==> src/rtl/neuron_pkg.sv <==
// neuron_pkg: shared state type, datapath widths and default parameters for neuron_seq
package neuron_pkg;
  localparam int PIX_W = 8;
  localparam int LANES = 16;
  localparam int DATA_W = PIX_W * LANES;
  localparam int SUM_W = 20;
  localparam int BIAS_W = 16;
  localparam int N_CHUNKS_DEF = 49;
  localparam int MAC_LAT_DEF = 6;
  localparam int ADDR_W_DEF = 6;
  localparam int ACC_W_DEF = 28;
  typedef enum logic [1:0] {S_IDLE, S_ISSUE, S_DRAIN, S_BIAS} state_t;
endpackage

==> src/rtl/neuron_seq_if.sv <==
// neuron_seq_if: memory read port and MAC operand/sum bus between neuron_seq and its memories/MAC
//   master (sequencer): drives mem_en, mem_addr, pixels_mac, weights_mac; reads pixels_rd, weights_rd, sum_mac
//   slave  (memories/MAC): the reverse
interface neuron_seq_if #(parameter int ADDR_W = neuron_pkg::ADDR_W_DEF);
  import neuron_pkg::*;
  logic mem_en;
  logic [ADDR_W-1:0] mem_addr;
  logic [DATA_W-1:0] pixels_rd, weights_rd, pixels_mac, weights_mac;
  logic [SUM_W-1:0] sum_mac;
  modport master(output mem_en, mem_addr, pixels_mac, weights_mac, input pixels_rd, weights_rd, sum_mac);
  modport slave(input mem_en, mem_addr, pixels_mac, weights_mac, output pixels_rd, weights_rd, sum_mac);
endinterface

==> src/rtl/neuron_vpipe.sv <==
// neuron_vpipe: DEPTH-stage 1-bit valid shift register with asynchronous clear
//   clk, rst (async, active-high); din enters stage 0; q[DEPTH-1] is the tail
module neuron_vpipe #(
  parameter int DEPTH = 8
) (
  input  logic clk,
  input  logic rst,
  input  logic din,
  output logic [DEPTH-1:0] q
);
  always_ff @(posedge clk or posedge rst)
    if (rst) q <= '0;
    else q <= {q[DEPTH-2:0], din};
endmodule

==> src/rtl/neuron_seq.sv <==
// neuron_seq: sequences one neuron evaluation (memory reads, MAC operands, accumulate, bias)
//   clk, rst (async, active-high)
//   start, bias: launch an evaluation from IDLE with a signed 16-bit bias
//   busy: high outside IDLE; done: one-cycle pulse with result valid; result: signed, held
//   bus (neuron_seq_if.master): memory read strobe/address/data, MAC operands and sum
//   NEURON_SEQ_RELU_EN: when defined, negative results are clamped to zero
module neuron_seq import neuron_pkg::*; #(
  parameter int N_CHUNKS = N_CHUNKS_DEF,
  parameter int MAC_LAT = MAC_LAT_DEF,
  parameter int ADDR_W = ADDR_W_DEF,
  parameter int ACC_W = ACC_W_DEF
) (
  input  logic clk,
  input  logic rst,
  input  logic start,
  input  logic signed [BIAS_W-1:0] bias,
  output logic busy,
  output logic done,
  output logic signed [ACC_W-1:0] result,
  neuron_seq_if.master bus
);
  localparam int DEPTH = MAC_LAT + 2;
  localparam logic [ADDR_W-1:0] LAST = ADDR_W'(N_CHUNKS - 1);
  state_t state, state_n;
  logic go;
  logic [DEPTH-1:0] vld;
  logic signed [ACC_W-1:0] acc, sum_b, res_n;
  logic signed [BIAS_W-1:0] bias_q;
  always_ff @(posedge clk or posedge rst)
    if (rst) state <= S_IDLE;
    else state <= state_n;
  // DRAIN ends on the cycle the last tagged sum sits at the tail; it is added on the same edge
  always_comb begin
    go = state == S_IDLE && start;
    state_n = go ? S_ISSUE :
              state == S_ISSUE && bus.mem_addr == LAST ? S_DRAIN :
              state == S_DRAIN && ~|vld[DEPTH-2:0] ? S_BIAS :
              state == S_BIAS ? S_IDLE : state;
    bus.mem_en = state == S_ISSUE;
    busy = state != S_IDLE;
  end
  // stage 0 doubles as the delayed read strobe marking valid memory data
  neuron_vpipe #(.DEPTH(DEPTH)) u_vpipe (.clk, .rst, .din(bus.mem_en), .q(vld));
  assign sum_b = acc + ACC_W'(bias_q);
`ifdef NEURON_SEQ_RELU_EN
  assign res_n = sum_b[ACC_W-1] ? '0 : sum_b;
`else
  assign res_n = sum_b;
`endif
  always_ff @(posedge clk or posedge rst)
    if (rst) begin
      bus.mem_addr <= '0;
      bus.pixels_mac <= '0;
      bus.weights_mac <= '0;
      acc <= '0;
      bias_q <= '0;
      result <= '0;
      done <= 1'b0;
    end else begin
      done <= state == S_BIAS;
      bus.pixels_mac <= vld[0] ? bus.pixels_rd : '0;
      bus.weights_mac <= vld[0] ? bus.weights_rd : '0;
      if (go) begin
        bus.mem_addr <= '0;
        acc <= '0;
        bias_q <= bias;
      end else begin
        if (state == S_ISSUE) bus.mem_addr <= bus.mem_addr == LAST ? '0 : bus.mem_addr + 1'b1;
        if (vld[DEPTH-1]) acc <= acc + ACC_W'(bus.sum_mac);
      end
      if (state == S_BIAS) result <= res_n;
    end
endmodule

==> src/flat_wrapper.sv <==
// flat-port wrapper written by rule: the top's interface ports become plain ports
module neuron_seq_flat import neuron_pkg::*;
#(
  parameter int N_CHUNKS = N_CHUNKS_DEF,
  parameter int MAC_LAT = MAC_LAT_DEF,
  parameter int ADDR_W = ADDR_W_DEF,
  parameter int ACC_W = ACC_W_DEF
)
  (clk, rst, start, bias, busy, done, result, bus_mem_en, bus_mem_addr, bus_pixels_mac, bus_weights_mac, bus_pixels_rd, bus_weights_rd, bus_sum_mac);
  neuron_seq_if #(.ADDR_W(ADDR_W)) bus_i ();
  input  logic clk;
  input  logic rst;
  input  logic start;
  input  logic signed [BIAS_W-1:0] bias;
  output logic busy;
  output logic done;
  output logic signed [ACC_W-1:0] result;
  output wire logic [$bits(bus_i.mem_en)-1:0] bus_mem_en;
  output wire logic [$bits(bus_i.mem_addr)-1:0] bus_mem_addr;
  output wire logic [$bits(bus_i.pixels_mac)-1:0] bus_pixels_mac;
  output wire logic [$bits(bus_i.weights_mac)-1:0] bus_weights_mac;
  input wire logic [$bits(bus_i.pixels_rd)-1:0] bus_pixels_rd;
  input wire logic [$bits(bus_i.weights_rd)-1:0] bus_weights_rd;
  input wire logic [$bits(bus_i.sum_mac)-1:0] bus_sum_mac;
  assign bus_mem_en = bus_i.mem_en;
  assign bus_mem_addr = bus_i.mem_addr;
  assign bus_pixels_mac = bus_i.pixels_mac;
  assign bus_weights_mac = bus_i.weights_mac;
  assign bus_i.pixels_rd = bus_pixels_rd;
  assign bus_i.weights_rd = bus_weights_rd;
  assign bus_i.sum_mac = bus_sum_mac;
  neuron_seq #(.N_CHUNKS(N_CHUNKS), .MAC_LAT(MAC_LAT), .ADDR_W(ADDR_W), .ACC_W(ACC_W)) u_core (.clk(clk), .rst(rst), .start(start), .bias(bias), .busy(busy), .done(done), .result(result), .bus(bus_i));
endmodule
==> config.mk <==
export PLATFORM = sky130hd
export DESIGN_NAME = neuron_seq_flat
export DESIGN_NICKNAME = d
export VERILOG_FILES = /design/src/rtl/neuron_pkg.sv /design/src/rtl/neuron_seq_if.sv /design/src/rtl/neuron_vpipe.sv /design/src/rtl/neuron_seq.sv /design/src/flat_wrapper.sv
export SDC_FILE = /design/constraint.sdc
export NUM_CORES = 1
export LEC_CHECK = 0
export ABC_AREA = 1
export BUFFER_PORTS_ARGS = -buffer_cell sky130_fd_sc_hd__buf_2
export CAP_MARGIN = 20
export CORE_MARGIN = 5
export CORE_UTILIZATION = 28
export DETAILED_ROUTE_END_ITERATION = 7
export GPL_TIMING_DRIVEN = 0
export SYNTH_ARGS = -nofsm -noshare
export SYNTH_HDL_FRONTEND = slang
export SYNTH_SLANG_ARGS = --single-unit
==> constraint.sdc <==
create_clock -name clk -period 13.2 [get_ports clk]
set_clock_uncertainty 0.2 [all_clocks]
set_input_delay 2.64 -clock clk [delete_from_list [all_inputs] [get_ports clk]]
set_output_delay 2.64 -clock clk [all_outputs]
set_load 0.03 [all_outputs]
Yosys cells after proc, flatten, opt, wreduce, memory -nomap -nowiden

Cells that the tools add are included.

Eq/ne operators: 4
Order comparisons: 0
Divide/modulo/power cells: 0
Multipliers: 0
Reductions and logical operators: 10
Bitwise logic cells: 0
Mux-type cells: 11
Shift operators: 0
Add/sub/neg operators: 3

Operator list:

| kind                  | number |
|---|---|
| $mux W128             | 2 |
| $mux W28              | 2 |
| $add A28 B16 Y28      | 1 |
| $add A28 B20 Y28      | 1 |
| $mux W6               | 3 |
| $mux W2               | 4 |
| $reduce_or A7 Y1      | 1 |
| $add A6 B1 Y6 const B | 1 |
| $eq A6 B6 Y1 const B  | 1 |
| $reduce_bool A2 Y1    | 3 |
| $eq A2 B2 Y1 const B  | 2 |
| $reduce_bool A4 Y1    | 1 |
| $logic_and A1 B1 Y1   | 3 |
| $eq A2 B1 Y1 const B  | 1 |
| $logic_not A2 Y1      | 1 |
| $logic_not A1 Y1      | 1 |

Bits in registers: 345
Logic and storage cells: 37
Memories: 0
Bits in latches: 0
Bits in writable memories: 0
Bits in read-only memories: 0
Input bits: 295

Logic depth before layout (Yosys ltp)

Gate-level depths: netlist of run 1.

Depth in word-level cells: 6
Mapped depth: 13
Gate-level depth less buffers: 13

Hierarchy

A second synthesis of run 1 with hierarchy kept.

Cell total of the unflattened synthesis: 1850
Area total of the unflattened synthesis: 15379.8 um^2

By module, submodules not included:

| module       | cells an instance | sequential area each (um^2) | area an instance (um^2) | times used |
|---|---|---|---|---|
| neuron_seq   | 1841              | 8433.1                      | 15175.8                 | 1 |
| neuron_vpipe | 9                 | 200.2                       | 203.9                   | 1 |

Worst setup path before layout of run 1

No wires, ideal clock.

Path kind: input port to flip-flop
From: in bus_sum_mac[0]
To: reg u_core.acc[22]
Path buffers: 0
Setup slack: 8940 ps
Required time: 12881 ps
Cell stages on the path: 13
Arrival time: 3941 ps
Cell sequence: ha_1 > inv_1 > fa_1 > inv_1 > nand3_1 > nand3_1 > nand2_1 > nand2_1 > nand2_1 > nand3_1 > nand3_1 > nand2_1 > nor2_1

Cells in the longest elaborated chain, start to end: 3

RTL lines:

| item                   | RTL line           | source |
|---|---|---|
| start: declaration     | flat_wrapper.sv:24 | `input wire logic [$bits(bus_i.sum_mac)-1:0] bus_sum_mac;` |
| $add A28 B20 Y28       | neuron_seq.sv:69   | `if (vld[DEPTH-1]) acc <= acc + ACC_W'(bus.sum_mac);` |
| $mux W28               | neuron_seq.sv:69   |  |
| $mux W28               | neuron_seq.sv:63   | `if (go) begin` |
| end signal: assignment | neuron_seq.sv:69   |  |
| end: declaration       | neuron_seq.sv:27   | `logic signed [ACC_W-1:0] acc, sum_b, res_n;` |

Every way passes these cells. The select of a mux whose other input is x is not followed.
A chain may end at the register's enable or synchronous reset.

Worst setup path in the final report of run 1

From: reg u_core.state[0]
To: out bus_mem_en

Cells in the longest elaborated chain, start to end: 1

RTL lines:

| item                     | RTL line           | source |
|---|---|---|
| start: declaration       | neuron_seq.sv:24   | `state_t state, state_n;` |
| start signal: assignment | neuron_seq.sv:31   | `else state <= state_n;` |
| $eq A2 B1 Y1             | neuron_seq.sv:39   | `bus.mem_en = state == S_ISSUE;` |
| end: declaration         | flat_wrapper.sv:18 | `output wire logic [$bits(bus_i.mem_en)-1:0] bus_mem_en;` |

Every way passes these cells.

==> results of run 1 <==
[state kept, by name, summed over array words and instances (netlist names), 2 cells and up]
| register | count |
|---|---|
| u_core.bus.pixels_mac | 128 |
| u_core.bus.weights_mac | 128 |
| u_core.acc | 28 |
| u_core.result | 28 |
| u_core.bias_q | 16 |
| u_core.u_vpipe.q | 8 |
| u_core.bus.mem_addr | 6 |
| u_core.state | 2 |
[cells in the final DEF (no fill, tap or decap), drive strengths merged, types with 3 or more instances in the layout]
cell type,count
bufinv,5
diode,7
or2,4
buf,613
xor2,4
clkinv,10
o21bai,4
nand3b,6
ha,49
dfrtp,345
xnor2,12
inv,405
nand4,10
clkbuf,74
clkinvlp,3
o22ai,3
nor2,86
a21oi,50
nand3,80
nor3,13
o21ai,36
nand2,691
[final cells by class]
class | instances | area, sq um
fillers | 5690 | 33360
clock buffers | 56 | 1195
clock inverters | 20 | 262.8
diodes | 7 | 17.52
multi-input cells | 1059 | 4986
well taps | 696 | 870.8
repair buffers | 589 | 2993
inverters | 403 | 1520
plain buffers | 42 | 186.4
flip-flops and latches | 345 | 8633
[cells in the mapped netlist, types with 6 or more instances]
| library cell | instances |
|---|---|
| clkbuf_1 | 17 |
| buf_2 | 20 |
| o21ai_1 | 7 |
| dfrtp_1 | 345 |
| nand3b_1 | 6 |
| inv_1 | 400 |
| nand3_2 | 9 |
| a21oi_1 | 50 |
| xnor2_1 | 12 |
| nor2_2 | 7 |
| o21ai_0 | 29 |
| nor2_1 | 77 |
| nor3_1 | 11 |
| nand4_1 | 10 |
| nand2_1 | 681 |
| nand3_1 | 71 |
| nand2_2 | 8 |
| ha_1 | 49 |
[worst register-to-register path, cell delays in order (launching register included)]
cell and delay [ps]:
dfrtp_1 410, ha_1 260, inv_1 80, fa_1 410
inv_1 100, nand3_1 70, nand3_1 200, nand2_1 80
nand2_1 190, nand2_1 80, nand3_1 150, nand3_1 90
nand2_1 70, nor2_1 40
[worst min path at each step]
stage / slack (ps) / to / start / depth (start not counted)
floorplan: 150 / u_core.u_vpipe.q[1] / u_core.u_vpipe.q[0] / 0
global placement: 160 / u_core.u_vpipe.q[1] / u_core.u_vpipe.q[0] / 0
detailed placement: 160 / u_core.u_vpipe.q[1] / u_core.u_vpipe.q[0] / 0
CTS: 180 / u_core.u_vpipe.q[1] / u_core.u_vpipe.q[0] / 0
global route: 190 / u_core.u_vpipe.q[4] / u_core.u_vpipe.q[3] / 0
finish: 170 / u_core.u_vpipe.q[4] / u_core.u_vpipe.q[3] / 0
[per-stage QoR]
step                      utilization  cell area (sq um)
after floorplan                     -              15320
after global placement         0.3540              19130
after detailed placement       0.3552              19190
after CTS                      0.3822              20650
after global routing           0.3824              20660
final                          0.3825              20660
[routing by layer]
layer,up-vias,GRT usage
met5,-,0
met4,0,0.07219
met2,415,0.3256
met1,6175,0.2070
li1,6746,-
met3,108,0.06971
[logic make-up (layout without fill, tap and decap cells)]
logic type / Yosys count / in the layout / share of synthesized area
fa+ha+maj: 51 / 51 / 0.04264
buf+inv: 445 / 1110 / 0.1109
other cells: 0 / 7 / 0
xor+xnor: 16 / 16 / 0.009148
flops: 345 / 345 / 0.5636
simple gates: 895 / 895 / 0.2401
compound gates: 97 / 97 / 0.03365
[power by group through the flow]
stage | clock network, uW | registers, uW | logic [uW]
finish | 1220 | 1210 | 881
global placement | 0 | 1230 | 878
CTS | 1260 | 1220 | 888
floorplan | 0 | 1290 | 544
global route | 1300 | 1220 | 1000
detailed placement | 0 | 1230 | 885
==> impl_metrics.env, run 1 <==
export IMPL_cp_cell_sequence="inv_1 -> nor2_1 -> buf_2"
export IMPL_cp_num_cells=3
export IMPL_ys_flop_type="dfrtp_1"
export IMPL_r2r_start="u_core.acc[0]"
export IMPL_reg2reg_depth=13
export IMPL_clk_latency_ps=570
export IMPL_leakagePower_uw=0.01261
export IMPL_p_comb_frac=0.266
export IMPL_path_class="reg2out"
export IMPL_rsz0062_at_grt="no"
export IMPL_hold_viol_final=0
export IMPL_netlist_area_leader_share=0.5636
export IMPL_drive_above_1_share=0.2852
export IMPL_synth_distinct_cells=40
export IMPL_period_share=0.3388
export IMPL_arrival_ps=1630
export IMPL_p_sw_uw=1140
export IMPL_vdd_drop_max_v=0.0001256
export IMPL_holdCritPathClass="reg2reg"
export IMPL_cts_hold_buf=0
export IMPL_max_cap_violations=0
export IMPL_dieWidth_um=243.9
export IMPL_rows=85
export IMPL_cp_top_family="flip-flops"
export IMPL_pwr_share_clk=0.368
export IMPL_dpl_worst_slack_ps=8402
export IMPL_worst_pin_slew_ps=800.7
export IMPL_slew_headroom=0.4662
export IMPL_wl_met3_mm=4.997
export IMPL_crit_path_max_incr_delay_ps=400
export IMPL_power_uw=3314
export IMPL_placedCellCount=3134
export IMPL_cp_endpoint="bus_mem_en"
export IMPL_synth_warnings=0
export IMPL_cts_tree="built"
export IMPL_cts_sinks=345
export IMPL_intPower_uw=2174
export IMPL_clk_pin_slew_ps=60
export IMPL_ys_seq_area_frac=0.5636
export IMPL_period_needed_ps=4473
export IMPL_core_area_sq_um=54030
export IMPL_root_buffer="clkbuf_16"
export IMPL_grt_ovfl_total=0
export IMPL_grtUsageTotal=0.1865
export IMPL_worstPathRequired_ps=10360
export IMPL_finalSetupTns_ps=0
export IMPL_postCtsResizedCells=0
export IMPL_pin_count=588
export IMPL_grt_pass1_vias=13640
export IMPL_crit_path_start_kind="register"
export IMPL_drt_initial_drc_count=692
export IMPL_hpwl_mm=45.56
export IMPL_whs_ps=171.6
export IMPL_antenna_left=0
export IMPL_grt_max_degree=124
export IMPL_drc_errors=0
export IMPL_seqPwrFrac=0.366
export IMPL_synth_edf_count=0
export IMPL_numPortBuffers=587
export IMPL_htreeDepth=2
export IMPL_wl_met1_mm=21.33
export IMPL_ys_ff_latch=345
export IMPL_wire_per_inst_um=17.64
export IMPL_postSynthAreaPerCell_sq_um=8.285
export IMPL_fin_ws_ps=8727
export IMPL_setup_viol=0
export IMPL_power_density_nw_per_um2=160.4
export IMPL_top_layer="met4"
export IMPL_ff2ff_setup_slack_ps=10650
export IMPL_grt_pass1_wl_mm=84.19
export IMPL_setup_worst_path_end_class="output pin"
export IMPL_synth_fp_nets=2195
export IMPL_swShare=0.3441
export IMPL_fmax_mhz=223.6
export IMPL_initial_utilization=0.2835
export IMPL_clock_path_buffers=3
export IMPL_dr_pass1_iters=5
export IMPL_viasPerCell=4.179
export IMPL_finalMaxSlewViolations=0
export IMPL_cpMaxStageDelayCell="dfrtp_1"
export IMPL_dr_wl_met2_mm=28.39
export IMPL_cts_setup_buffers=0
export IMPL_yosys_top_cells_area="dfrtp_1 (56%), nand2_1 (17%), inv_1 (9.8%)"
export IMPL_cts_inserted_buffers=43
export IMPL_synthesis_area_sq_um=15320
export IMPL_vias=13440
export IMPL_layout_cells_non_filler=3217
export IMPL_syn_to_final_growth_pct=34.90
export IMPL_die_h_um=243.9
export IMPL_synthCells=1849
export IMPL_cp_max_fo=5
export IMPL_synth_async_reset_ratio=1.000
export IMPL_crit_buf_inv=2
export IMPL_nets=2829
export IMPL_place_congestion=0.8823
export IMPL_antenna_found_initial=12
export IMPL_startpoint="u_core.state[0]"
export IMPL_dieArea_sq_um=59490
export IMPL_drt_wl_total_mm=56.75
export IMPL_status="completed"
export IMPL_r2r_end="u_core.acc[22]"
export IMPL_synth_area_leader_cell="dfrtp_1"
No activity file was read; power rests on OpenSTA's default activity.
==> inputs of run 2 (changes only) <==
Clock period 13.2 ns to 4.6 ns, I/O delays scaled along.
==> run 2 against run 1 <==
First-iteration DRC count decreased by 15%; flip-flop and latch count unchanged; clock power increased to 3.1 times the previous value; design area increased by 1.3%; largest cell class unchanged; power increased to 2.9 times the previous value; routed wire length increased by 1.2%; setup slack got worse by 6900 ps; non-clock buffer count increased by 8; sequential power increased to 2.9 times the previous value; sequential share of layout area decreased by 0.55 points; global-route usage about the same.
==> impl_metrics.env, run 2 (same netlist as run 1, synthesis figures left out) <==
export IMPL_cts_sinks=345
export IMPL_die_h_um=243.9
export IMPL_drc_errors=0
export IMPL_holdCritPathClass="reg2reg"
export IMPL_dieWidth_um=243.9
export IMPL_worstHoldStart="u_core.u_vpipe.q[4]"
export IMPL_numPortBuffers=587
export IMPL_pin_count=588
export IMPL_fin_area_sq_um=20940
export IMPL_clk_latency_ps=580
export IMPL_place_congestion=0.9047
export IMPL_vdd_drop_max_v=0.0003477
export IMPL_p_sw_uw=3325
export IMPL_worst_pin_slew_ps=736.3
export IMPL_setup_worst_path_end_class="output pin"
export IMPL_path_class="reg2out"
export IMPL_antenna_left=0
export IMPL_dieArea_sq_um=59490
export IMPL_cp_max_fo=5
export IMPL_cpMaxStageDelayCell="dfrtp_1"
export IMPL_cts_tree="built"
export IMPL_hold_viol_final=0
export IMPL_cts_hold_buf=0
export IMPL_clk_pin_slew_ps=60
export IMPL_crit_path_max_incr_delay_ps=390
export IMPL_postCtsResizedCells=0
export IMPL_final_cell_mix="nand2_1 (681), buf_2 (607), inv_1 (399), dfrtp_1 (345), nor2_1 (77)"
export IMPL_slew_headroom=0.5092
export IMPL_arrival_ps=1610
export IMPL_period_needed_ps=2734
export IMPL_vias=13420
export IMPL_worstPathRequired_ps=3480
export IMPL_final_common_cell="nand2_1"
export IMPL_nets=2836
export IMPL_ff2ff_setup_slack_ps=2070
export IMPL_swShare=0.3405
export IMPL_cp_cell_sequence="inv_1 -> nor2_1 -> buf_2"
export IMPL_fin_util=0.3876
export IMPL_finalMaxSlewViolations=0
export IMPL_hpwl_mm=47.31
export IMPL_largestRegisters="u_core.bus.pixels_mac x128, u_core.bus.weights_mac x128"
export IMPL_drt_initial_drc_count=589
export IMPL_power_density_nw_per_um2=466.4
export IMPL_syn_to_final_growth_pct=36.69
export IMPL_reg2reg_depth=13
export IMPL_layout_cells_non_filler=3231
export IMPL_hold_end="u_core.u_vpipe.q[5]"
export IMPL_period_share=0.5943
export IMPL_finalSetupTns_ps=0
export IMPL_placedCellCount=3142
export IMPL_min_path_cells=0
export IMPL_drt_wl_total_mm=57.44
export IMPL_leakagePower_uw=0.01272
export IMPL_core_area_sq_um=54030
export IMPL_clock_path_buffers=3
export IMPL_initial_utilization=0.2835
export IMPL_crit_buf_inv=2
export IMPL_viasPerCell=4.152
export IMPL_drive_above_1_share=0.2878
export IMPL_intPower_uw=6440
export IMPL_grt_max_degree=41
export IMPL_htreeDepth=2
export IMPL_antenna_found_initial=23
export IMPL_p_comb_frac=0.262
export IMPL_fmax_mhz=365.8
export IMPL_place_area_sq_um=19340
export IMPL_grt_pass1_vias=13350
export IMPL_r2r_start="u_core.acc[0]"
export IMPL_cp_top_family="flip-flops"
export IMPL_grtUsageTotal=0.1869
export IMPL_fin_ws_ps=1866
export IMPL_dr_pass1_iters=5
export IMPL_cp_num_cells=3
export IMPL_root_buffer="clkbuf_16"
export IMPL_grt_pass1_wl_mm=83.57
export IMPL_rows=85
export IMPL_seqPwrFrac=0.356
export IMPL_grt_ovfl_total=0
export IMPL_cts_inserted_buffers=42
export IMPL_pwr_share_clk=0.382
export IMPL_setup_viol=0
export IMPL_max_cap_violations=0
export IMPL_rsz0062_at_grt="no"
export IMPL_wire_per_inst_um=17.78
export IMPL_r2r_end="u_core.acc[14]"
export IMPL_dpl_worst_slack_ps=1510
export IMPL_crit_path_start_kind="register"
export IMPL_status="completed"
export IMPL_cts_setup_buffers=0
## run 2: power by group through the flow
stage | clock network, uW | registers (uW) | logic [uW]
finish | 3730 | 3480 | 2550
global route | 3940 | 3500 | 2880
CTS | 3830 | 3480 | 2570
detailed placement | 0 | 3530 | 2560
global placement | 0 | 3540 | 2510
floorplan | 0 | 3700 | 1560
## run 2: how the worst max path moves through the flow
stage,start,to
finish,u_core.state[0],bus_mem_en
global placement,rst,u_core.bus.pixels_mac[117]
floorplan,rst,u_core.acc[0]
CTS,u_core.state[0],bus_mem_en
detailed placement,bus_sum_mac[0],u_core.acc[22]
global route,u_core.state[0],bus_mem_en
## run 2: worst register-to-register path: stages (launching register included)
cell and delay [ps]:
dfrtp_1 410, ha_1 270, inv_1 80, fa_1 400
inv_1 90, nand3_1 70, nand3_1 210, nand2_1 80
nand2_1 180, nand3_1 130, nand2_1 80, nand2_1 40
nand3_1 110, nand2_1 70
## run 2: metrics by stage
stage	power, uW	hold slack [ps]
6_report	9765	171.2
3_3_place_gp	6051	154.6
3_5_place_dp	6090	162.7
2_1_floorplan	5261	151.9
4_1_cts	9884	143.5
5_1_grt	10330	185.0
## run 2: per-layer routing
layer  GRT usage  wire length [um]  vias up
li1            -                 -     6752
met1      0.2009             20950     6145
met4     0.07335              2085        0
met5           0                 0        -
met2      0.3347             29550      416
met3     0.06839              4852      102
## run 2: layout make-up
cell class              count  area [sq um]
inverters                 403          1516
well taps                 696         870.8
diodes                     12         30.03
plain buffers              42         186.4
multi-input cells        1059          4986
clock buffers              53          1154
repair buffers            597          3146
fillers                  5629         33090
clock inverters            24         416.7
flip-flops and latches    345          8633
